File: config.mk
export PLATFORM = sky130hd
export DESIGN_NAME = mc_controller
export DESIGN_NICKNAME = d
export VERILOG_FILES = /design/src/rtl/riscv_ctrl_pkg.sv /design/src/rtl/mc_controller_alu_decoder.sv /design/src/rtl/mc_controller.sv
export SDC_FILE = /design/constraint.sdc
export NUM_CORES = 1
export LEC_CHECK = 0
export CAP_MARGIN = 0
export CELL_PAD_IN_SITES_DETAIL_PLACEMENT = 1
export CELL_PAD_IN_SITES_GLOBAL_PLACEMENT = 2
export CORE_ASPECT_RATIO = 1.25
export CORE_MARGIN = 2
export CORE_UTILIZATION = 16
export DETAILED_ROUTE_END_ITERATION = 12
export MAX_ROUTING_LAYER = met4
export PLACE_DENSITY = 0.74
export SLEW_MARGIN = 20
export SYNTH_ARGS = -nofsm -noshare
export SYNTH_HDL_FRONTEND = slang
export SYNTH_SLANG_ARGS = --single-unit
File: constraint.sdc
create_clock -name clk -period 2 [get_ports clk]
set_clock_uncertainty 0.2 [all_clocks]
set_input_delay 0.4 -clock clk [delete_from_list [all_inputs] [get_ports clk]]
set_output_delay 0.4 -clock clk [all_outputs]
set_load 0.01 [all_outputs]
File: src/rtl/riscv_ctrl_pkg.sv
// Shared encodings for the multi-cycle RV32I controller: opcodes, FSM states,
// ALU operation codes and datapath mux select values.
package riscv_ctrl_pkg;

    // Major opcodes (Instr[6:0])
    localparam logic [6:0] OP_LOAD   = 7'b0000011;
    localparam logic [6:0] OP_STORE  = 7'b0100011;
    localparam logic [6:0] OP_R      = 7'b0110011;
    localparam logic [6:0] OP_IMM    = 7'b0010011;
    localparam logic [6:0] OP_BRANCH = 7'b1100011;
    localparam logic [6:0] OP_JAL    = 7'b1101111;
    localparam logic [6:0] OP_JALR   = 7'b1100111;
    localparam logic [6:0] OP_LUI    = 7'b0110111;
    localparam logic [6:0] OP_AUIPC  = 7'b0010111;

    // Controller states
    typedef enum logic [3:0] {
        FETCH    = 4'd0,
        DECODE   = 4'd1,
        MEMADR   = 4'd2,
        MEMREAD  = 4'd3,
        MEMWB    = 4'd4,
        MEMWRITE = 4'd5,
        EXECR    = 4'd6,
        EXECI    = 4'd7,
        ALUWB    = 4'd8,
        BRANCH   = 4'd9,
        JAL      = 4'd10,
        JALRADR  = 4'd11,
        JALRPC   = 4'd12,
        LUI      = 4'd13,
        HALT     = 4'd14
    } ctrlState_e;

    // ALU operations
    localparam logic [3:0] ALU_ADD  = 4'b0000;
    localparam logic [3:0] ALU_SUB  = 4'b0001;
    localparam logic [3:0] ALU_AND  = 4'b0010;
    localparam logic [3:0] ALU_OR   = 4'b0011;
    localparam logic [3:0] ALU_XOR  = 4'b0100;
    localparam logic [3:0] ALU_SLT  = 4'b0101;
    localparam logic [3:0] ALU_SLTU = 4'b0110;
    localparam logic [3:0] ALU_SLL  = 4'b0111;
    localparam logic [3:0] ALU_SRL  = 4'b1000;
    localparam logic [3:0] ALU_SRA  = 4'b1001;

    // ALUOp classes handed to the ALU decoder
    localparam logic [1:0] ALUOP_ADD    = 2'b00;
    localparam logic [1:0] ALUOP_BRANCH = 2'b01;
    localparam logic [1:0] ALUOP_FUNCT  = 2'b10;

    // Immediate formats
    localparam logic [2:0] IMM_I = 3'b000;
    localparam logic [2:0] IMM_S = 3'b001;
    localparam logic [2:0] IMM_B = 3'b010;
    localparam logic [2:0] IMM_U = 3'b011;
    localparam logic [2:0] IMM_J = 3'b100;

    // Result mux
    localparam logic [1:0] RES_ALUOUT    = 2'b00;
    localparam logic [1:0] RES_DATA      = 2'b01;
    localparam logic [1:0] RES_ALURESULT = 2'b10;
    localparam logic [1:0] RES_IMMEXT    = 2'b11;

    // ALU A / B operand muxes
    localparam logic [1:0] SRCA_PC    = 2'b00;
    localparam logic [1:0] SRCA_OLDPC = 2'b01;
    localparam logic [1:0] SRCA_RS1   = 2'b10;
    localparam logic [1:0] SRCB_RS2   = 2'b00;
    localparam logic [1:0] SRCB_IMM   = 2'b01;
    localparam logic [1:0] SRCB_FOUR  = 2'b10;

    // Immediate format implied by the opcode; unknown opcodes fall back to I.
    function automatic logic [2:0] immSrcFor(input logic [6:0] opcode);
        case (opcode)
            OP_STORE:         return IMM_S;
            OP_BRANCH:        return IMM_B;
            OP_LUI, OP_AUIPC: return IMM_U;
            OP_JAL:           return IMM_J;
            default:          return IMM_I;
        endcase
    endfunction

endpackage

File: src/rtl/mc_controller_alu_decoder.sv
// ALU operation decode: fixed add, branch compare selection, or funct3/funct7
// decode for register and immediate arithmetic.
module alu_decoder
    import riscv_ctrl_pkg::*;
(
    input  logic [1:0] ALUOp,
    input  logic [2:0] funct3,
    input  logic       funct7b5,
    input  logic       opb5,
    output logic [3:0] ALUControl
);

    // Map the ALUOp class and instruction fields to one ALU operation
    always_comb begin
        ALUControl = ALU_ADD;
        case (ALUOp)
            ALUOP_BRANCH: begin
                case (funct3)
                    3'b100, 3'b101: ALUControl = ALU_SLT;
                    3'b110, 3'b111: ALUControl = ALU_SLTU;
                    default:        ALUControl = ALU_SUB;
                endcase
            end
            ALUOP_FUNCT: begin
                case (funct3)
                    // Only register-register ops can subtract; addi ignores bit 30
                    3'b000:  ALUControl = (opb5 && funct7b5) ? ALU_SUB : ALU_ADD;
                    3'b001:  ALUControl = ALU_SLL;
                    3'b010:  ALUControl = ALU_SLT;
                    3'b011:  ALUControl = ALU_SLTU;
                    3'b100:  ALUControl = ALU_XOR;
                    3'b101:  ALUControl = funct7b5 ? ALU_SRA : ALU_SRL;
                    3'b110:  ALUControl = ALU_OR;
                    default: ALUControl = ALU_AND;
                endcase
            end
            default: ALUControl = ALU_ADD;
        endcase
    end

endmodule

File: src/rtl/mc_controller.sv
// Multi-cycle RV32I main controller. A Moore FSM sequences the shared ALU,
// register file and unified memory port; memory steps hold on mem_ready.
// Memory handshake: mem_req is held high with a stable address/strobe until
// a cycle in which mem_ready=1, which completes the access; mem_ready in any
// cycle without mem_req is ignored.
module mc_controller
    import riscv_ctrl_pkg::*;
(
    input  logic        clk,
    input  logic        reset,
    input  logic [31:0] Instr,
    input  logic        Zero,
    input  logic        mem_ready,
    output logic        mem_req,
    output logic        AdrSrc,
    output logic        MemWrite,
    output logic        IRWrite,
    output logic        PCWrite,
    output logic        RegWrite,
    output logic [1:0]  ALUSrcA,
    output logic [1:0]  ALUSrcB,
    output logic [1:0]  ResultSrc,
    output logic [2:0]  ImmSrc,
    output logic [3:0]  ALUControl,
    output logic [2:0]  Load,
    output logic [1:0]  Store,
    output logic        illegal
);

    ctrlState_e state;
    ctrlState_e nextState;
    logic       illegalReg;
    logic [1:0] aluOp;
    logic       branchTaken;
    logic [6:0] opcode;
    logic [2:0] funct3;
    logic       unusedInstrBits;

    assign opcode          = Instr[6:0];
    assign funct3          = Instr[14:12];
    assign unusedInstrBits = ^{Instr[31], Instr[29:15], Instr[11:7]};

    // State register and sticky illegal flag, both cleared by reset
    always_ff @(posedge clk) begin
        if (reset) begin
            state      <= FETCH;
            illegalReg <= 1'b0;
        end else begin
            state <= nextState;
            if (nextState == HALT) begin
                illegalReg <= 1'b1;
            end
        end
    end

    // Branch resolution: the ALU compare result arrives as Zero this cycle
    always_comb begin
        case (funct3)
            3'b000:  branchTaken = Zero;   // beq  (sub)
            3'b001:  branchTaken = !Zero;  // bne  (sub)
            3'b100:  branchTaken = !Zero;  // blt  (slt)
            3'b101:  branchTaken = Zero;   // bge  (slt)
            3'b110:  branchTaken = !Zero;  // bltu (sltu)
            3'b111:  branchTaken = Zero;   // bgeu (sltu)
            default: branchTaken = 1'b0;   // 010/011 are not branches
        endcase
    end

    // Next-state selection
    always_comb begin
        nextState = state;
        case (state)
            FETCH: begin
                if (mem_ready) begin
                    nextState = DECODE;
                end
            end
            DECODE: begin
                case (opcode)
                    OP_LOAD, OP_STORE: nextState = MEMADR;
                    OP_R:              nextState = EXECR;
                    OP_IMM:            nextState = EXECI;
                    OP_BRANCH:         nextState = BRANCH;
                    OP_JAL:            nextState = JAL;
                    OP_JALR:           nextState = JALRADR;
                    OP_LUI:            nextState = LUI;
                    OP_AUIPC:          nextState = ALUWB;
                    default:           nextState = HALT;
                endcase
            end
            MEMADR:   nextState = (opcode == OP_STORE) ? MEMWRITE : MEMREAD;
            MEMREAD: begin
                if (mem_ready) begin
                    nextState = MEMWB;
                end
            end
            MEMWB:    nextState = FETCH;
            MEMWRITE: begin
                if (mem_ready) begin
                    nextState = FETCH;
                end
            end
            EXECR:    nextState = ALUWB;
            EXECI:    nextState = ALUWB;
            ALUWB:    nextState = FETCH;
            BRANCH:   nextState = (funct3[2:1] == 2'b01) ? HALT : FETCH;
            JAL:      nextState = ALUWB;
            JALRADR:  nextState = JALRPC;
            JALRPC:   nextState = ALUWB;
            LUI:      nextState = FETCH;
            HALT:     nextState = HALT;
            default:  nextState = HALT;
        endcase
    end

    // Datapath controls decoded from the state; enables are masked during reset
    always_comb begin
        mem_req   = 1'b0;
        AdrSrc    = 1'b0;
        MemWrite  = 1'b0;
        IRWrite   = 1'b0;
        PCWrite   = 1'b0;
        RegWrite  = 1'b0;
        ALUSrcA   = SRCA_PC;
        ALUSrcB   = SRCB_RS2;
        ResultSrc = RES_ALUOUT;
        aluOp     = ALUOP_ADD;
        Load      = 3'b000;
        Store     = 2'b00;
        case (state)
            FETCH: begin
                mem_req   = 1'b1;
                ALUSrcB   = SRCB_FOUR;
                ResultSrc = RES_ALURESULT;
                IRWrite   = mem_ready;
                PCWrite   = mem_ready;
            end
            DECODE: begin
                ALUSrcA = SRCA_OLDPC;
                ALUSrcB = SRCB_IMM;
            end
            MEMADR: begin
                ALUSrcA = SRCA_RS1;
                ALUSrcB = SRCB_IMM;
            end
            MEMREAD: begin
                mem_req = 1'b1;
                AdrSrc  = 1'b1;
                Load    = funct3;
            end
            MEMWB: begin
                ResultSrc = RES_DATA;
                RegWrite  = 1'b1;
                Load      = funct3;
            end
            MEMWRITE: begin
                mem_req  = 1'b1;
                AdrSrc   = 1'b1;
                MemWrite = 1'b1;
                Store    = funct3[1:0];
            end
            EXECR: begin
                ALUSrcA = SRCA_RS1;
                aluOp   = ALUOP_FUNCT;
            end
            EXECI: begin
                ALUSrcA = SRCA_RS1;
                ALUSrcB = SRCB_IMM;
                aluOp   = ALUOP_FUNCT;
            end
            ALUWB: begin
                RegWrite = 1'b1;
            end
            BRANCH: begin
                ALUSrcA = SRCA_RS1;
                aluOp   = ALUOP_BRANCH;
                PCWrite = branchTaken;
            end
            JAL, JALRPC: begin
                // PC takes the target held in ALUOut while the ALU forms OldPC+4
                ALUSrcA = SRCA_OLDPC;
                ALUSrcB = SRCB_FOUR;
                PCWrite = 1'b1;
            end
            JALRADR: begin
                ALUSrcA = SRCA_RS1;
                ALUSrcB = SRCB_IMM;
            end
            LUI: begin
                ResultSrc = RES_IMMEXT;
                RegWrite  = 1'b1;
            end
            default: begin
                // HALT: everything idle
            end
        endcase
        if (reset) begin
            mem_req  = 1'b0;
            MemWrite = 1'b0;
            IRWrite  = 1'b0;
            PCWrite  = 1'b0;
            RegWrite = 1'b0;
        end
    end

    assign ImmSrc  = immSrcFor(opcode);
    assign illegal = illegalReg;

    alu_decoder uAluDecoder (
        .ALUOp      (aluOp),
        .funct3     (funct3),
        .funct7b5   (Instr[30]),
        .opb5       (Instr[5]),
        .ALUControl (ALUControl)
    );

endmodule

==> results of run 1 <==
[flip-flops by register name (all words and copies together) (netlist names)]
signal,count
illegal,1
state,4
[cells in the final DEF, fill, tap and decap left out, drive strengths merged, types with 2 or more instances in the layout]
cell type	count
o31ai	3
nand3b	2
a21o	2
nor3b	2
and3	2
inv	10
dfxtp	5
and2	7
clkdlybuf4s50	4
ha	2
clkdlybuf4s15	5
nand2	14
clkbuf	7
o21ai	14
a21oi	12
nor2	15
o211ai	2
dlygate4sd2	9
nand3	2
a211oi	3
xor2	2
or3	2
or2	2
xnor2	2
nor2b	4
buf	64
nand2b	7
nor3	9
a221oi	3
[worst max-delay path, cell delays in order, from the launching register on]
cell and delay, ps:
dfxtp_4 340, nand2b_4 140, or2_4 270, ha_4 160
buf_6 110, o211ai_1 180, a21oi_2 80, buf_2 140
[metrics by stage]
| step | power (mW) | utilization | cells | area [um2] | hold slack [ps] |
|---|---|---|---|---|---|
| finish | 1.06 | 0.342 | 293 | 1990 | 269 |
| floorplan | 0.431 | - | 149 | 1010 | 293 |
| CTS | 1.04 | 0.337 | 293 | 1960 | 275 |
| global route | 1.14 | 0.342 | 293 | 1990 | 306 |
| global placement | 0.714 | 0.288 | 278 | 1680 | 263 |
| detailed placement | 0.718 | 0.288 | 278 | 1680 | 264 |
[Yosys cell counts, types with 3 or more instances]
cell type and instances:
nor2_1 15, nand2_1 14, and2_1 7, o31ai_1 3, nor3_1 7, a21oi_1 12, a211oi_1 3, clkbuf_1 3
dfxtp_1 5, inv_1 9, nor2b_1 4, o21ai_0 13, nand2b_1 6, buf_2 6
[power groups by stage]
stage	clock, mW	combinational (mW)	sequential [mW]
5_1_grt	0.208	0.799	0.138
3_3_place_gp	0	0.583	0.130
4_1_cts	0.195	0.711	0.137
3_5_place_dp	0	0.587	0.130
2_1_floorplan	0	0.312	0.120
6_report	0.188	0.737	0.136
[cell families (layout without fill, tap and decap cells)]
logic type / count (synthesis) / in the layout / share of synthesized area
flip-flops: 5 / 5 / 0.104
buffers and inverters: 22 / 100 / 0.109
XOR/XNOR: 4 / 4 / 0.0363
adder cells (fa/ha/maj): 2 / 2 / 0.0259
AO/OA/AOI/OAI: 44 / 44 / 0.306
AND/OR/NAND/NOR: 72 / 72 / 0.419
[area by class of cell]
class                           count  area share
Clock buffer                        4      0.0227
Multi-Input combinational cell    122       0.502
Tap cell                           66      0.0415
Sequential cell                     5      0.0566
Inverter                           10      0.0201
Timing Repair Buffer               86       0.357
[metal layers]
metal,global-route usage,up-vias,share of wire
met5,-,-,0
met4,0.0242,0,0.011
met3,0.0201,6,0.040
met2,0.228,38,0.51
met1,0.162,643,0.44
li1,-,676,-
[final timing paths]
check / startpoint / to / slack, ps / depth (start not counted)
min: illegal / illegal / 270 / 2
max: state[2] / ALUControl[1] / -260 / 7
max reg2reg: state[1] / illegal / 10 / 8
min reg2reg: illegal / illegal / 270 / 2
[what timing repair did]
item	4_1_cts	5_1_grt
setup endpoints to repair	27	25
hold endpoints to repair	0	0
pin swaps	20	11
buffers inserted	12	3
hold buffers	0	0
gates resized for setup	150	21
==> results by group, run 1 <==
Run status
  • Status: finished with violations
  • Failing checks: negative setup slack

Setup path
  • Maximum fanout along the worst path: 4
  • Crit path capture type: primary output
  • WP data arrival: 1660 ps
  • CP required: ~1400 ps
  • WS Path Type: reg -> out
  • Crit path launch type: flip-flop

Yosys
  • Mapped Area: about 960 um2
  • Yosys cell types: between 40 and 50
  • Seq cells post-synth: 5
  • Main synth FF type: dfxtp_1
  • Synth area leaders: dfxtp_1 (10%), o21ai_0 (6.7%), a21oi_1 (6.2%)
  • EDFF count, synth: 0
  • Post-synth top area cell: dfxtp_1
  • Cells after synthesis: 149
  • Yosys top cell area share: 0.104
  • Async set-reset flop share out of synthesis: 0
  • Sequential fraction of the synthesis area: 0.104
  • Post-Syn Nets: 187
  • Syn. warnings: 0
  • Mean post-synth cell area: about 6.5 um2

Timing
  • Least-Margin Pin Slew: roughly 400 ps
  • Period utilization: 1.13
  • RSZ-0062 raised after global routing: true
  • F_max: between 400 and 500 MHz
  • Final Max Tran Viols: 0
  • Fin crit period: around 2300 ps
  • Final setup TNS: -2060 ps
  • Worst Setup Slack, final: -258 ps
  • Final setup viols: 13
  • Hold Violations, Final: 0
  • Max-slew headroom at the worst pin: 0.730

Floorplan
  • Site row count: 31
  • Die X: between 70 and 80 um
  • Starting density of the core: 0.166
  • Placeable Area: 5820 um2
  • IO Pins: 61
  • Area of the die: approximately 6700 um2
  • Die height: just over 90 um

Clock tree
  • Clk sinks: 5
  • Total CTS buffers: 3
  • Worst skew pair latency: roughly 220 ps
  • Root buf cell: clkbuf_8
  • Clock-pin slew of the registers on the worst-case setup and hold paths: approximately 40 ps
  • Clock Path Buffers: 2
  • CTS H-Tree Depth: 1
  • CTS tree: built

Detailed routing
  • Final wirelength: between 4000 and 5000 um
  • DR WL/cell: between 10 and 15 um
  • Iter 0 DRT Violations: 19
  • Via count: about 1,400
  • ANT nets after route: 0
  • Vias/cell: between 4 and 5
  • Drt drc: 0
  • DRT Pass-1 Iters: 4

Final layout
  • Area of the multi-input gates: 997 um2
  • Antenna cell count: 0
  • Layout Nets: between 200 and 300
  • Layout area overhead: 106%
  • Share of post-route cells with drive strength above 1: 0.551
  • Sequential cell area: between 100 and 150 um2
  • Fill cells: ~710

Place
  • Dpl ws: -778 ps
  • Routability-driven placement congestion ratio: approximately 0.8
  • PortBufs: 39
  • Hpwl dp: approximately 2900 um

Power and ir drop
  • Flop pwr share: 0.128
  • Internal power: 637 uW
  • Combinational power share: 0.695
  • Sw Ratio: 0.400
  • Peak supply drop: 0.259 mV
  • Net load switching power: between 400 and 500 uW
  • Clock power frac: 0.177
  • Pleak: around 0.86 nW
  • Power per Cell Area: roughly 530 nW/um2

Hold path
  • Min-Delay Path Class: reg -> reg

Global route
  • Initial antenna violation count: 0
  • First-pass GRT wire length: about 7000 um
  • Remaining Overflow, GRT: 0
  • Vias in the first global route: approximately 1,400
  • Total Routing Usage GR: 0.133
  • Largest net degree at the start of global routing: 17

Flow run
  • Number of max-cap violations: 0
No activity file was read; power rests on OpenSTA's default activity.
==> run 2: changes to the inputs <==
- CORE_MARGIN: 2 -> 10
- SLEW_MARGIN: 20 -> unset
==> results by group, run 2 (synthesis gave the netlist of run 1 again) <==
Hold path
  • WHS Path Cells: 2 (unchanged)
  • Min-Delay Path Class: reg -> reg

Global route
  • Vias in the first global route: 1,543 (+8.4%)
  • Total Routing Usage GR: 0.103 (-0.0294)
  • First-pass GRT wire length: 7840 um (+13%)
  • Remaining Overflow, GRT: 0 (unchanged)
  • Initial antenna violation count: 0 (unchanged)
  • Largest net degree at the start of global routing: 18 (+1)

Timing
  • Least-Margin Pin Slew: 521 ps (+119 ps)
  • Final Max Tran Viols: 0 (unchanged)
  • Period utilization: 1.14 (+0.0138)
  • Fin crit period: 2290 ps (+27.6 ps)
  • F_max: 438 MHz (-1.2%)
  • Max-slew headroom at the worst pin: 0.649 (-0.0816)
  • Final setup viols: 13 (unchanged)
  • Worst Setup Slack, final: -285 ps (-27.6 ps)
  • RSZ-0062 raised after global routing: true
  • Hold Violations, Final: 0 (unchanged)

Floorplan
  • Starting density of the core: 0.166 (unchanged)
  • IO Pins: 61 (unchanged)
  • Placeable Area: 5820 um2 (unchanged)
  • Die X: 89.5 um (+22%)
  • Site row count: 31 (unchanged)
  • Area of the die: 9550 um2 (+43%)
  • Die height: 107 um (+18%)

Detailed routing
  • ANT nets after route: 0 (unchanged)
  • Via count: 1,426 (+4.6%)
  • Vias/cell: 4.63 (-0.47%)
  • Iter 0 DRT Violations: 33 (+14)
  • Final wirelength: 5010 um (+22%)
  • DR WL/cell: 16.3 um (+16%)
  • DRT Pass-1 Iters: 5 (+1)
  • Drt drc: 0 (unchanged)

Place
  • Hpwl dp: 3320 um (+13%)
  • Routability-driven placement congestion ratio: 0.777 (about the same)
  • Dpl cell area: 1680 um2 (+0.45%)
  • PortBufs: 39 (unchanged)
  • Dpl ws: -775 ps (+2.61 ps)

Final layout
  • Finished layout cell area: 2180 um2 (+9.9%)
  • Share of post-route cells with drive strength above 1: 0.645 (+0.0940)
  • Layout Nets: 281 (+5.6%)
  • Antenna cell count: 0 (unchanged)
  • Fill cells: 708 (+0.28%)
  • Most frequent cells in the layout: buf_4 (47), buf_2 (18), buf_6 (15)
  • Number of flip-flops in the largest register: 4 (unchanged)
  • Most common cell after layout, fill and taps aside: buf_4
  • Layout area overhead: 126%
  • Most flop-heavy register: state

Power and ir drop
  • Power per Cell Area: 529 nW/um2 (-0.85%)
  • Pleak: 0.975 nW (+14%)
  • Peak supply drop: 0.255 mV (-1.3%)

Run status
  • Failing checks: negative setup slack
  • Status: finished with violations

Setup path
  • CP required: 1400 ps (about the same)
  • Crit path launch type: flip-flop
  • Crit path capture type: primary output
  • Maximum fanout along the worst path: 4 (unchanged)
  • WS Path Type: reg -> out
  • R2R depth: 9 (+1)
  • WP data arrival: 1690 ps (+30 ps)

Clock tree
  • Clock Path Buffers: 2 (unchanged)
  • Root buf cell: clkbuf_8
  • CTS tree: built
  • Clock-pin slew of the registers on the worst-case setup and hold paths: 30 ps (about the same)
  • CTS H-Tree Depth: 1 (unchanged)
  • Post-cts hold buffer count: 0 (unchanged)
  • Total CTS buffers: 3 (unchanged)
  • Worst skew pair latency: 220 ps (about the same)
  • Clk sinks: 5 (unchanged)

Flow run
  • Number of max-cap violations: 0 (unchanged)
==> run 2: cell count changes in the layout (fill, tap and decap cells not counted), moves of 3 or more <==
| cell | delta |
|---|---|
| dlygate4sd2_1 | -3 |
| buf_6 | +6 |
| buf_2 | +3 |
| buf_4 | +10 |
| o21ai_2 | +3 |
==> run 2: what timing repair did <==
| action | 4_1_cts | 5_1_grt |
|---|---|---|
| gates resized for setup | 166 | 49 |
| setup endpoints to repair | 27 | 24 |
| pin swaps | 19 | 13 |
| buffers inserted | 17 | 11 |
==> run 2: final cells by class <==
cell class	count	area (um2)	share of cell area
inverters	10	45.0	0.0206
well taps	66	82.6	0.0378
repair buffers	101	818	0.375
multi-input cells	122	1080	0.494
flip-flops and latches	5	115	0.0527
clock buffers	4	45.0	0.0206
==> run 2: final timing paths <==
check                 from       endpoint  slack [ps]
setup / recovery  state[2]  ALUControl[1]        -290
hold reg to reg    illegal        illegal         270
setup reg to reg  state[2]        illegal           0
hold / removal     illegal        illegal         270
==> run 2: through the flow <==
step | cells | setup TNS (ps) | total power [mW] | hold WS (ps) | util
final | 308 | -1380 | 1.16 | 274 | 0.375
after global routing | 308 | -2480 | 1.24 | 312 | 0.375
after CTS | 298 | -1500 | 1.04 | 282 | 0.338
after detailed placement | 279 | -11650 | 0.721 | 274 | 0.289
after global placement | 279 | -11750 | 0.718 | 266 | 0.289
after floorplan | 149 | 0 | 0.431 | 293 | -
==> run 2: worst max-delay path, cell delays in order, from the launching register on <==
cell      delay (ps)
dfxtp_4          350
nand2b_4         140
or2_4            260
ha_4             170
buf_6            110
o211ai_1         200
a21oi_2           80
buf_2            140
==> run 2: per-layer routing <==
| metal | vias up | share of wire | global-route usage |
|---|---|---|---|
| li1 | 704 | - | - |
| met4 | 0 | 0.012 | 0.0171 |
| met5 | - | 0 | - |
| met2 | 35 | 0.53 | 0.179 |
| met1 | 683 | 0.41 | 0.120 |
| met3 | 4 | 0.045 | 0.0205 |
==> run 2: power by group <==
part	internal, mW	switching [mW]
combinational	0.435	0.399
clock	0.137	0.0500
sequential	0.116	0.0194
total	0.688	0.468
==> run 3: changes to the inputs <==
- CTS_CLUSTER_SIZE: unset -> 40
==> results of run 3 <==
Final layout, timing and power as in run 2 (identical DEF).
